`src/rtl/jtag_pkg.sv`:
```
// Shared JTAG definitions: TAP state encodings (same as the target TAP
// controller), scan command opcodes, master FSM states and the standard
// 16-state TAP next-state function. No ports; imported by the master files.
package jtag_pkg;

  typedef enum logic [3:0] {
    TEST_LOGIC_RESET = 4'd0,
    RUN_TEST_IDLE    = 4'd1,
    SELECT_DR_SCAN   = 4'd2,
    CAPTURE_DR       = 4'd3,
    SHIFT_DR         = 4'd4,
    EXIT1_DR         = 4'd5,
    PAUSE_DR         = 4'd6,
    EXIT2_DR         = 4'd7,
    UPDATE_DR        = 4'd8,
    SELECT_IR_SCAN   = 4'd9,
    CAPTURE_IR       = 4'd10,
    SHIFT_IR         = 4'd11,
    EXIT1_IR         = 4'd12,
    PAUSE_IR         = 4'd13,
    EXIT2_IR         = 4'd14,
    UPDATE_IR        = 4'd15
  } tap_state_t;

  typedef enum logic [1:0] {
    OP_RESET = 2'b00,
    OP_IR    = 2'b01,
    OP_DR    = 2'b10,
    OP_IDLE  = 2'b11
  } cmd_op_t;

  typedef enum logic [2:0] {
    ST_INIT,
    ST_READY,
    ST_PRE,
    ST_SHIFT,
    ST_POST,
    ST_DONE
  } mst_state_t;

  function automatic tap_state_t tap_next(input tap_state_t s, input logic tms);
    case (s)
      TEST_LOGIC_RESET: return tms ? TEST_LOGIC_RESET : RUN_TEST_IDLE;
      RUN_TEST_IDLE:    return tms ? SELECT_DR_SCAN   : RUN_TEST_IDLE;
      SELECT_DR_SCAN:   return tms ? SELECT_IR_SCAN   : CAPTURE_DR;
      CAPTURE_DR:       return tms ? EXIT1_DR         : SHIFT_DR;
      SHIFT_DR:         return tms ? EXIT1_DR         : SHIFT_DR;
      EXIT1_DR:         return tms ? UPDATE_DR        : PAUSE_DR;
      PAUSE_DR:         return tms ? EXIT2_DR         : PAUSE_DR;
      EXIT2_DR:         return tms ? UPDATE_DR        : SHIFT_DR;
      UPDATE_DR:        return tms ? SELECT_DR_SCAN   : RUN_TEST_IDLE;
      SELECT_IR_SCAN:   return tms ? TEST_LOGIC_RESET : CAPTURE_IR;
      CAPTURE_IR:       return tms ? EXIT1_IR         : SHIFT_IR;
      SHIFT_IR:         return tms ? EXIT1_IR         : SHIFT_IR;
      EXIT1_IR:         return tms ? UPDATE_IR        : PAUSE_IR;
      PAUSE_IR:         return tms ? EXIT2_IR         : PAUSE_IR;
      EXIT2_IR:         return tms ? UPDATE_IR        : SHIFT_IR;
      default:          return tms ? SELECT_DR_SCAN   : RUN_TEST_IDLE;
    endcase
  endfunction

endpackage

```
`src/rtl/jtag_tck_gen.sv`:
```
// TCK generator: one bit period = CLK_DIV cycles low then CLK_DIV cycles high.
// Latency: TCK registered; rise/fall are combinational strobes for the edge that raises/ends the period.
// Backpressure: none; counts only while run is high, otherwise parked at period start with TCK low.
// Ports: clk, TRST (async active-low), run in; tck, rise, fall out.
module jtag_tck_gen #(
  parameter int CLK_DIV = 2
) (
  input  logic clk,
  input  logic TRST,
  input  logic run,
  output logic tck,
  output logic rise,
  output logic fall
);

  localparam int CW = $clog2(2 * CLK_DIV);
  localparam logic [CW-1:0] RISE_AT = CW'(CLK_DIV - 1);
  localparam logic [CW-1:0] FALL_AT = CW'(2 * CLK_DIV - 1);

  logic [CW-1:0] cnt;

  assign rise = run && (cnt == RISE_AT);
  // fall marks the last cycle of a period; the next edge starts a new low phase
  assign fall = run && (cnt == FALL_AT);

  always_ff @(posedge clk or negedge TRST) begin
    if (!TRST) begin
      cnt <= '0;
      tck <= 1'b0;
    end else if (!run || fall) begin
      cnt <= '0;
      tck <= 1'b0;
    end else begin
      cnt <= cnt + 1'b1;
      if (rise) tck <= 1'b1;
    end
  end

endmodule

```
`src/rtl/jtag_master.sv`:
```
// Host-side JTAG master: walks a target TAP through reset, IR/DR scans and idle cycles.
// Latency: DR N+5, IR N+6, reset 6, idle cmd_len bit periods of 2*CLK_DIV clk, then a 1-cycle rsp_valid.
// Backpressure: cmd_ready low while busy; responses are not backpressured.
// Ports: clk, TRST (async active-low); cmd_valid/ready/op/len/data command in;
//        rsp_valid/rsp_data response out; TCK/TMS/TDI out, TDO in;
//        tap_state out only when JTAG_MASTER_TAP_TRACK_EN is defined (TAP state mirror).
module jtag_master
  import jtag_pkg::*;
#(
  parameter int CLK_DIV = 2,
  parameter int MAX_LEN = 32
) (
  input  logic               clk,
  input  logic               TRST,
  input  logic               cmd_valid,
  output logic               cmd_ready,
  input  logic [1:0]         cmd_op,
  input  logic [5:0]         cmd_len,
  input  logic [MAX_LEN-1:0] cmd_data,
  output logic               rsp_valid,
  output logic [MAX_LEN-1:0] rsp_data,
  output logic               TCK,
  output logic               TMS,
  output logic               TDI,
  input  logic               TDO
`ifdef JTAG_MASTER_TAP_TRACK_EN
  ,
  output logic [3:0]         tap_state
`endif
);

  localparam int IW = (MAX_LEN > 1) ? $clog2(MAX_LEN) : 1;

  mst_state_t         state, state_nxt;
  logic [5:0]         cnt, cnt_nxt;
  cmd_op_t            op_q, op_eff;
  logic [5:0]         n_q, n_eff, n_cmd;
  logic [MAX_LEN-1:0] data_q, rsp_q;
  logic               tms_q, tdi_q;
  logic               accept, run, rise, fall;

  // Index of the last bit period in the current phase.
  function automatic logic [5:0] last_idx(input mst_state_t st, input cmd_op_t op,
                                          input logic [5:0] n);
    case (st)
      ST_INIT:  return 6'd5;
      ST_PRE: begin
        case (op)
          OP_RESET: return 6'd5;
          OP_IR:    return 6'd3;
          OP_DR:    return 6'd2;
          default:  return n - 6'd1;
        endcase
      end
      ST_SHIFT: return n - 6'd1;
      ST_POST:  return 6'd1;
      default:  return 6'd0;
    endcase
  endfunction

  // TMS for bit period cnt of phase st. PRE doubles as the body of reset/idle commands.
  function automatic logic tms_for(input mst_state_t st, input cmd_op_t op,
                                   input logic [5:0] c, input logic [5:0] n);
    case (st)
      ST_INIT: return c != 6'd5;
      ST_PRE: begin
        case (op)
          OP_RESET: return c != 6'd5;
          OP_IR:    return c < 6'd2;
          OP_DR:    return c == 6'd0;
          default:  return 1'b0;
        endcase
      end
      ST_SHIFT: return c == n - 6'd1;
      ST_POST:  return c == 6'd0;
      default:  return 1'b0;
    endcase
  endfunction

  // Scans shift at least one bit and at most MAX_LEN; idle uses the raw count.
  always_comb begin
    n_cmd = cmd_len;
    if (cmd_op != OP_IDLE) begin
      if (cmd_len == 6'd0)                n_cmd = 6'd1;
      else if (int'(cmd_len) > MAX_LEN)   n_cmd = 6'(MAX_LEN);
    end
  end

  always_comb begin
    state_nxt = state;
    cnt_nxt   = cnt;
    op_eff    = op_q;
    n_eff     = n_q;
    accept    = 1'b0;
    case (state)
      ST_READY, ST_DONE: begin
        state_nxt = ST_READY;
        if (cmd_valid) begin
          accept    = 1'b1;
          op_eff    = cmd_op_t'(cmd_op);
          n_eff     = n_cmd;
          cnt_nxt   = 6'd0;
          // zero-length idle finishes without a single TCK period
          state_nxt = (op_eff == OP_IDLE && n_eff == 6'd0) ? ST_DONE : ST_PRE;
        end
      end
      default: begin
        if (fall) begin
          if (cnt == last_idx(state, op_q, n_q)) begin
            cnt_nxt = 6'd0;
            case (state)
              ST_INIT:  state_nxt = ST_READY;
              ST_PRE:   state_nxt = (op_q == OP_IR || op_q == OP_DR) ? ST_SHIFT : ST_DONE;
              ST_SHIFT: state_nxt = ST_POST;
              default:  state_nxt = ST_DONE;
            endcase
          end else begin
            cnt_nxt = cnt + 6'd1;
          end
        end
      end
    endcase
  end

  assign run       = (state == ST_INIT) || (state == ST_PRE) ||
                     (state == ST_SHIFT) || (state == ST_POST);
  assign cmd_ready = (state == ST_READY) || (state == ST_DONE);
  assign rsp_valid = (state == ST_DONE);
  assign rsp_data  = rsp_q;
  assign TMS       = tms_q;
  assign TDI       = tdi_q;

  // TMS/TDI are evaluated for the upcoming period every cycle; they only move
  // when state/cnt move, i.e. on the edge that begins a low phase.
  always_ff @(posedge clk or negedge TRST) begin
    if (!TRST) begin
      state  <= ST_INIT;
      cnt    <= 6'd0;
      op_q   <= OP_RESET;
      n_q    <= 6'd0;
      data_q <= '0;
      rsp_q  <= '0;
      tms_q  <= 1'b1;
      tdi_q  <= 1'b0;
    end else begin
      state <= state_nxt;
      cnt   <= cnt_nxt;
      op_q  <= op_eff;
      n_q   <= n_eff;
      tms_q <= tms_for(state_nxt, op_eff, cnt_nxt, n_eff);
      tdi_q <= (state_nxt == ST_SHIFT) ? data_q[cnt_nxt[IW-1:0]] : 1'b0;
      if (accept) begin
        data_q <= cmd_data;
        rsp_q  <= '0;
      end else if (rise && state == ST_SHIFT) begin
        rsp_q[cnt[IW-1:0]] <= TDO;
      end
    end
  end

  jtag_tck_gen #(.CLK_DIV(CLK_DIV)) u_tck_gen (
    .clk  (clk),
    .TRST (TRST),
    .run  (run),
    .tck  (TCK),
    .rise (rise),
    .fall (fall)
  );

`ifdef JTAG_MASTER_TAP_TRACK_EN
  tap_state_t tap_q;

  // target sees TMS on TCK rising, which is exactly the rise strobe edge
  always_ff @(posedge clk or negedge TRST) begin
    if (!TRST)     tap_q <= TEST_LOGIC_RESET;
    else if (rise) tap_q <= tap_next(tap_q, tms_q);
  end

  assign tap_state = tap_q;
`endif

endmodule
```
`config.mk`:
```
export PLATFORM = sky130hd
export DESIGN_NAME = jtag_master
export DESIGN_NICKNAME = d
export VERILOG_FILES = /design/src/rtl/jtag_pkg.sv /design/src/rtl/jtag_tck_gen.sv /design/src/rtl/jtag_master.sv
export SDC_FILE = /design/constraint.sdc
export NUM_CORES = 1
export LEC_CHECK = 0
export CAP_MARGIN = 20
export CORE_AREA = 2 2 114 116
export DETAILED_ROUTE_END_ITERATION = 10
export DIE_AREA = 0 0 116 118
export GPL_TIMING_DRIVEN = 0
export SLEW_MARGIN = 20
export SYNTH_ARGS = -nofsm -noshare
export SYNTH_HDL_FRONTEND = slang
export SYNTH_SLANG_ARGS = --single-unit
export TNS_END_PERCENT = 10
```
`constraint.sdc`:
```
create_clock -name clk -period 3.8 [get_ports clk]
set_input_delay 0.38 -clock clk [delete_from_list [all_inputs] [get_ports clk]]
set_output_delay 0.38 -clock clk [all_outputs]
set_load 0.005 [all_outputs]
```
### Yosys cells after proc, flatten, opt, wreduce, memory -nomap -nowiden

Cells that the tools add are included.

* flip-flop bits (word level): 86
* word-level logic and storage cells: 97

* add/sub/neg operators: 4
* order comparisons: 5
* equality and inequality tests: 19
* multiplexer cells: 37
* reduce and logical (&&, ||, !) cells: 22

Operators with widths (count)
* $mux W6: 11
* $mux W32: 2
* $bwmux W32: 1
* $pmux W6 S4: 1
* $logic_not A6 Y1: 3
* $mux W3: 6
* $pmux W6 S3: 1
* $eq A3 B2 Y1 const B: 4
* $eq A6 B6 Y1: 2
* $lt A5 B6 Y1 const B: 2
* $sub A6 B1 Y6 const B: 2
* $eq A3 B3 Y1 const B: 3
* $pmux W3 S3: 1
* $eq A2 B2 Y1 const B: 4
* $mux W1: 7
* $add A6 B1 Y6 const B: 1
* $eq A2 B1 Y1 const B: 3
* $gt A6 B6 Y1 const B: 1
* $logic_not A3 Y1: 2
* $logic_or A1 B1 Y1: 6
* $lt A6 B2 Y1 const B: 1
* $mux W2: 3
* $ne A6 B3 Y1 const B: 1
* $bmux W1 S5: 1
* other kinds (12): 18

### Logic depth before layout (Yosys ltp)

Gate-level depths: netlist of the first run.

* depth in word-level cells: 14
* mapped depth: 14
* gate-level depth less buffers: 13

### Hierarchy

A second synthesis of the first run with hierarchy kept.

* cells, all modules: 655
* area total of the unflattened synthesis: 5186.2 µm²

By module, submodules not included
* jtag_master: times used 1, cells each 642, area each 5036.1 µm²
* jtag_tck_gen: times used 1, cells each 13, area each 150.1 µm²

### Worst setup path after synthesis of the first run

OpenSTA, ideal clock, no wires.

* path type: register to register
* from: reg op_q[0]
* to: reg tdi_q, in the netlist TDI
* setup time: 67 ps
* arrival time: 2978 ps
* data required time: 3733 ps
* path slack: 755 ps
* cell stages (with the launch flop): 13
* clock period less this slack: 3045 ps
* cells stage by stage: dfrtp_1 ha_1 or3_1 a21oi_2 a31oi_1 nor3_2 o2111a_2 nand2_4 a22o_1 buf_6 mux2_1 a221oi_1 o2111a_1

* word-level cells in the longest chain between the ends: 12

Ends and longest elaborated chain
* from (decl): RTL line jtag_master.sv:36 `cmd_op_t op_q, op_eff;`
* from (signal assigned): RTL line jtag_master.sv:148 `op_q <= op_eff;`
* $eq A2 B2 Y1 (tied with other cells): RTL line jtag_master.sv:48 `case (op)`
* $pmux W6 S3 (*): RTL line jtag_master.sv:48
* $pmux W6 S4 (*): RTL line jtag_master.sv:45 `case (st)`
* $mux W6 (*): RTL line jtag_master.sv:108 `if (fall) begin`
* $mux W6 (*): RTL line jtag_master.sv:95 `case (state)`
* $eq A6 B6 Y1 (*): RTL line jtag_master.sv:109 `if (cnt == last_idx(state, op_q, n_q)) begin`
* $mux W6 (*): RTL line jtag_master.sv:109
* $mux W6 (*): RTL line jtag_master.sv:108
* $mux W6 (*): RTL line jtag_master.sv:95
* net cnt_nxt[2]: RTL line jtag_master.sv:35 `logic [5:0] cnt, cnt_nxt;`
* $bmux W1 S5 (*): RTL line jtag_master.sv:151 `tdi_q <= (state_nxt == ST_SHIFT) ? data_q[cnt_nxt[IW-1:0]] : 1'b0;`
* $mux W1 (implied by the code) (*): RTL line jtag_master.sv:151
* $mux W1 (*): RTL line jtag_master.sv:151
* to (signal assigned): RTL line jtag_master.sv:151
* to (decl): RTL line jtag_master.sv:39 `logic tms_q, tdi_q;`

The timed path passes the listed nets; every way through them passes the cells marked *. The select of a mux whose other input is x is not followed.
A chain may end at the register's enable or synchronous reset.

### Worst setup path after layout of the first run

* from: reg op_q[0]
* to: reg tms_q, in the netlist TMS

* word-level cells in the longest chain between the ends: 12

Ends and longest elaborated chain
* $eq A2 B2 Y1 (tied with other cells): RTL line jtag_master.sv:48
* $pmux W6 S3 (*): RTL line jtag_master.sv:48
* $pmux W6 S4 (*): RTL line jtag_master.sv:45
* $mux W6 (*): RTL line jtag_master.sv:108
* $mux W6 (*): RTL line jtag_master.sv:95
* $eq A6 B6 Y1 (*): RTL line jtag_master.sv:109
* $mux W6 (*): RTL line jtag_master.sv:109
* $mux W6 (*): RTL line jtag_master.sv:108
* $mux W6 (*): RTL line jtag_master.sv:95
* net cnt_nxt[3]: RTL line jtag_master.sv:35
* $lt A6 B2 Y1 (tied with other cells): RTL line jtag_master.sv:69 `OP_IR: return c < 6'd2;`
* $pmux W1 S3: RTL line jtag_master.sv:67 `case (op)`
* $pmux W1 S4 (*): RTL line jtag_master.sv:64 `case (st)`
* to (signal assigned): RTL line jtag_master.sv:150 `tms_q <= tms_for(state_nxt, op_eff, cnt_nxt, n_eff);`
* to (decl): RTL line jtag_master.sv:39

Marks and branches as above.

==> flow_summary.yaml, run 1 <==
run_status:
  status: "complete, no violations"
clocking:
  root_buffer: "clkbuf_16"
  cts.clk_slew.worst_paths_ns: 0.06
  htreeDepth: 3
  clock_latency_ns: 0.36
  cts_tree: "done"
  cts_made_buffers: 9
  ctsLongestPathBuffers: 2
  cts_sinks: 86
timing:
  min_period_ns: 3.55
  worst_pin_slew_ns: 0.892
  final_max_slew_viol_count: 0
  finalSetupViolations: 0
  max_slew_margin_pct: 40.4
  min_period_over_period_pct: 93.4
  fin_skew_ns: 0.00894
  hold_violations: 0
  fmax_mhz: 282
  rsz0062_at_grt: "false"
worst_setup_path:
  slowest_stage: "o41a_1"
  cp_max_fo: 7
  endpoint_kind: "register"
  crit_path_start_kind: "register"
  critPathKind: "reg -> reg"
  crit_required_ns: 4.09
  cp_slowest_stage_delay_ns: 0.46
  crit_chain: "ha_1, or3_1, a21oi_2, a31oi_1, nor3_2, o2111a_2, nand2_4, a22oi_2, inv_1, o41a_1, a211oi_1, a211o_1"
  arrival_ns: 3.84
  cp_top_family: "compound AO/OA/AOI/OAI gates"
  cp_num_buf_inv: 1
synthesis:
  synthTopCellsByArea: "dfrtp_1, nand2_1, nand3_1, mux2i_1, a21oi_1"
  synth_common_cells: "nand2_1, dfrtp_1, nand3_1"
  ys_seq_elements: 86
  synth.avg_cell_area_um2: 8.42
  synth_cell_type_count: 71
  ys_seq_area_share_pct: 43.8
  synth_nets: 639
  yosysMostFrequentCell: "nand2_1"
  synth_top_cell_by_area: "dfrtp_1"
  synth_ff_type: "dfrtp_1"
  synth_top_area_share_pct: 43.2
  synth_edf_count: 0
  ys_warn_count: 0
  synthArstFlopShare_pct: 100
  syn_area_mm2: 0.00492
  synth_cells: 584
placement:
  place_inst: 837
  place_congestion: 0.920
  io_buffer_count: 80
  dp_hpwl_um: 9510
  placed_cell_area_mm2: 0.00596
floorplan:
  die_y_um: 118
  die_x_um: 116
  initial_utilization_pct: 39.6
  dieArea_mm2: 0.0137
  fp.coreArea_mm2: 0.0124
  io_pins: 81
  rows: 41
route:
  vias: 4455
  drt-initial-drc-count: 306
  drc: 0
  vias_per_cell: 5.22
  dr.pass1.iters: 5
  wl_um: 13000
  post_drt_wl_per_cell_um: 15.2
  ant_nets: 0
cells_and_area:
  final_area_mm2: 0.00623
  final_util_pct: 50.2
  fin_nets: 731
  n_antenna_cell: 0
  fill_cells: 1235
  multi_input_area_mm2: 0.00252
  drive_gt1_share_pct: 5.73
  final_cells: 853
  register_area_mm2: 0.00215
  syn2layout_area_growth_pct: 26.7
global_routing:
  track_usage_pct: 19.6
  gr-total-overflow: 0
  grt_max_degree: 45
  grt_pass1_wl_um: 21100
  grt_antenna_before_repair: 0
  grt_pass1_vias: 4339
pwr:
  power.total_mw: 1.81
  ir_drop_v: 0.000197
  p_leak_nw: 2.86
  power_per_cell_area_mw_per_mm2: 290
worst_hold_path:
  hold_class: "in -> async"
run:
  maxCapViolCount: 0
## cell type report
type / instances / area share, %
tap: 172 / 3.45
inverter: 24 / 1.45
clock inverter: 3 / 0.341
buffer: 39 / 2.71
clock buffer: 13 / 3.85
timing repair buffer: 81 / 13.2
multi-input combinational: 435 / 40.4
sequential: 86 / 34.5
## cells in the final DEF, fill, tap and decap left out, drive strengths merged, types with 7 or more instances in the layout
cell type	count
nand2	175
dfrtp	85
clkdlybuf4s50	79
nand3	42
clkbuf	42
a21oi	38
inv	24
nor2	22
mux2i	20
o21ai	17
buf	12
ha	11
xnor2	8
and2	7
a22oi	7
## report_power, final
part / internal (mW) / leakage, nW / total, mW / switching [mW]
clock: 0.445 / 0.124 / 0.815 / 0.370
combinational: 0.0431 / 1.76 / 0.0758 / 0.0327
sequential: 0.916 / 0.979 / 0.916 / 0
## metal layers
layer  share of wire (%)  GRT usage [%]  routed length, µm
met5                   0              0                  0
met4                 2.3           7.44                303
met3                 5.1           4.33                656
met2                  48           32.1               6170
met1                  45           25.1               5850
## kinds of logic after synthesis
family	Yosys count	share of synthesized area, %
compound gates	98	13.9
xor+xnor	14	2.92
fa+ha+maj	11	2.80
buf+inv	63	5.26
flops	86	43.8
mux	26	5.44
simple gates	286	25.9
## state kept, by name, indices dropped and copies added (netlist names)
name and count:
u_tck_gen.tck 1, cnt 6, state 3, data_q 32
op_q 2, TDI 1, n_q 6, u_tck_gen.cnt 2
rsp_data 32, TMS 1
## worst paths after layout
| path | from | end | slack (ns) | cells past startpoint |
|---|---|---|---|---|
| worst max register to register | op_q[0] | TMS | 0.25 | 12 |
| worst min register to register | data_q[30] | data_q[30] | 0.47 | 2 |
| worst min-delay path | TRST | n_q[1] | 0.04 | 1 |
| worst max-delay path | op_q[0] | TMS | 0.25 | 12 |
| min in group clk | data_q[30] | data_q[30] | 0.47 | 2 |
| max in group asynchronous | TRST | data_q[24] | 3.14 | 2 |
## per-stage QoR
step | setup WS (ns) | hold WS, ns | TNS (ns)
floorplan | 0.755 | 0.0844 | 0
global placement | -0.834 | 0.451 | -70.59
global route | 0.0159 | 0.0822 | 0
CTS | 0.147 | 0.0580 | 0
finish | 0.249 | 0.0401 | 0
detailed placement | 0.185 | 0.431 | 0
## repair_timing
action | in CTS | in global routing
resized for setup | 0 | 3
buffers inserted | 0 | 0
setup endpoints to repair | 0 | 2
hold buffers | 0 | 0
Power figures use the tool's default switching activity.
==> inputs of run 2 (changes only) <==
--- a/config.mk
+++ b/config.mk
@@ -5,7 +5,7 @@
 export SDC_FILE = /design/constraint.sdc
 export NUM_CORES = 1
 export LEC_CHECK = 0
-export CAP_MARGIN = 20
+export CAP_MARGIN = 30
 export CORE_AREA = 2 2 114 116
 export DETAILED_ROUTE_END_ITERATION = 10
 export DIE_AREA = 0 0 116 118
==> flow_summary.yaml, run 2 (synthesis results as in run 1) <==
global_routing:
  grt_antenna_before_repair: 0
  grt_max_degree: 45
  gr-total-overflow: 0
  track_usage_pct: 19.6
  grt_pass1_vias: 4339
  grt_pass1_wl_um: 21100
clocking:
  cts_made_buffers: 9
  htreeDepth: 3
  cts.clk_slew.worst_paths_ns: 0.06
  ctsLongestPathBuffers: 2
  cts_sinks: 86
  root_buffer: "clkbuf_16"
  cts_tree: "done"
  clock_latency_ns: 0.36
  cts_setup_buffers: 0
worst_setup_path:
  cp_max_fo: 7
  cp_num_buf_inv: 1
  crit_chain: "ha_1, or3_1, a21oi_2, a31oi_1, nor3_2, o2111a_2, nand2_4, a22oi_2, inv_1, o41a_1, a211oi_1, a211o_1"
  slowest_stage: "o41a_1"
  critPathKind: "reg -> reg"
  arrival_ns: 3.84
  cp_top_family: "compound AO/OA/AOI/OAI gates"
  critPathLaunch: "op_q[0]"
  endpoint_kind: "register"
  crit_required_ns: 4.09
  crit_path_start_kind: "register"
  cp_slowest_stage_delay_ns: 0.46
  timing.rr.start: "op_q[0]"
placement:
  io_buffer_count: 80
  dp_hpwl_um: 9510
  place_inst: 837
  place_congestion: 0.920
timing:
  worst_pin_slew_ns: 0.892
  fin_skew_ns: 0.00894
  fmax_mhz: 282
  min_period_over_period_pct: 93.4
  hold_violations: 0
  max_slew_margin_pct: 40.4
  holdWs_ns: 0.0401
  rsz0062_at_grt: "false"
  final_max_slew_viol_count: 0
  finalSetupViolations: 0
  min_period_ns: 3.55
  setup_tns_ns: 0
route:
  drt-initial-drc-count: 306
  vias_per_cell: 5.22
  ant_nets: 0
  dr.pass1.iters: 5
  post_drt_wl_per_cell_um: 15.2
  vias: 4455
  wl_um: 13000
  drc: 0
floorplan:
  fp.coreArea_mm2: 0.0124
  die_x_um: 116
  initial_utilization_pct: 39.6
  io_pins: 81
  rows: 41
  die_y_um: 118
  dieArea_mm2: 0.0137
pwr:
  pwr-share-comb_pct: 4.2
  p_switching_mw: 0.403
  power.total_mw: 1.81
  clkPwrFrac_pct: 45.1
  power_per_cell_area_mw_per_mm2: 290
  internal_power_mw: 1.40
  p_seq_share_pct: 50.7
  p_sw_share_pct: 22.3
  ir_drop_v: 0.000197
  p_leak_nw: 2.86
cells_and_area:
  syn2layout_area_growth_pct: 26.7
  fill_cells: 1235
  layout_common_cells: "nand2_1, dfrtp_1, clkdlybuf4s50_1"
  drive_gt1_share_pct: 5.73
  multi_input_area_mm2: 0.00252
  final_util_pct: 50.2
  final_common_cell: "nand2_1"
  n_antenna_cell: 0
  fin_nets: 731
  final_cells: 853
  register_area_mm2: 0.00215
run:
  maxCapViolCount: 0
worst_hold_path:
  hold_class: "in -> async"
run_status:
  status: "complete, no violations"
==> run 2: cell counts in the layout (fill, tap and decap cells not counted) <==
No cell type changed its count.
==> run 2: cell type report <==
| cell class | instances | area share, % |
|---|---|---|
| multi-input combinational | 435 | 40.4 |
| sequential | 86 | 34.5 |
| timing repair buffer | 81 | 13.2 |
| clock buffer | 13 | 3.85 |
| tap | 172 | 3.45 |
| buffer | 39 | 2.71 |
| inverter | 24 | 1.45 |
| clock inverter | 3 | 0.341 |
==> run 2: stage by stage <==
step,area (µm²),setup slack (ns)
after global placement,5940,-0.834
final,6230,0.249
after global routing,6230,0.0159
after floorplan,4920,0.755
after CTS,6220,0.147
after detailed placement,5960,0.185
==> run 2: what timing repair did <==
item,CTS,global route
resized for setup,0,3
hold buffers,0,0
endpoints found under the setup margin,0,2
==> run 2: power by group through the flow <==
stage	combinational [mW]	clock, mW	sequential (mW)
floorplan	0.00622	0	0.933
global placement	0.0733	0	0.933
detailed placement	0.0774	0	0.932
CTS	0.0776	0.831	0.915
global route	0.0827	0.860	0.915
finish	0.0758	0.815	0.916
==> run 2: final timing paths <==
check	endpoint	slack [ns]	cells after the start
max in group asynchronous	data_q[24]	3.14	2
min reg2reg	data_q[30]	0.47	2
min in group clk	data_q[30]	0.47	2
min	n_q[1]	0.04	1
max reg2reg	TMS	0.25	12
max	TMS	0.25	12
==> run 2: routing by layer <==
| metal | share of wire, % | track usage, % | vias to the layer above | wire, µm |
|---|---|---|---|---|
| li1 | - | - | 2181 | - |
| met5 | 0 | 0 | - | 0 |
| met2 | 48 | 32.1 | 137 | 6170 |
| met4 | 2.3 | 7.44 | 0 | 303 |
| met1 | 45 | 25.1 | 2110 | 5850 |
| met3 | 5.1 | 4.33 | 27 | 656 |
==> run 2: worst reg2reg max path, delay by kind of cell (launching register included) <==
kind                     cells  cell delay (ns)
flip-flops                   1             0.40
adder cells (fa/ha/maj)      1             0.27
buffers and inverters        1             0.21
AO/OA/AOI/OAI                7             1.87
AND/OR/NAND/NOR              3             0.76
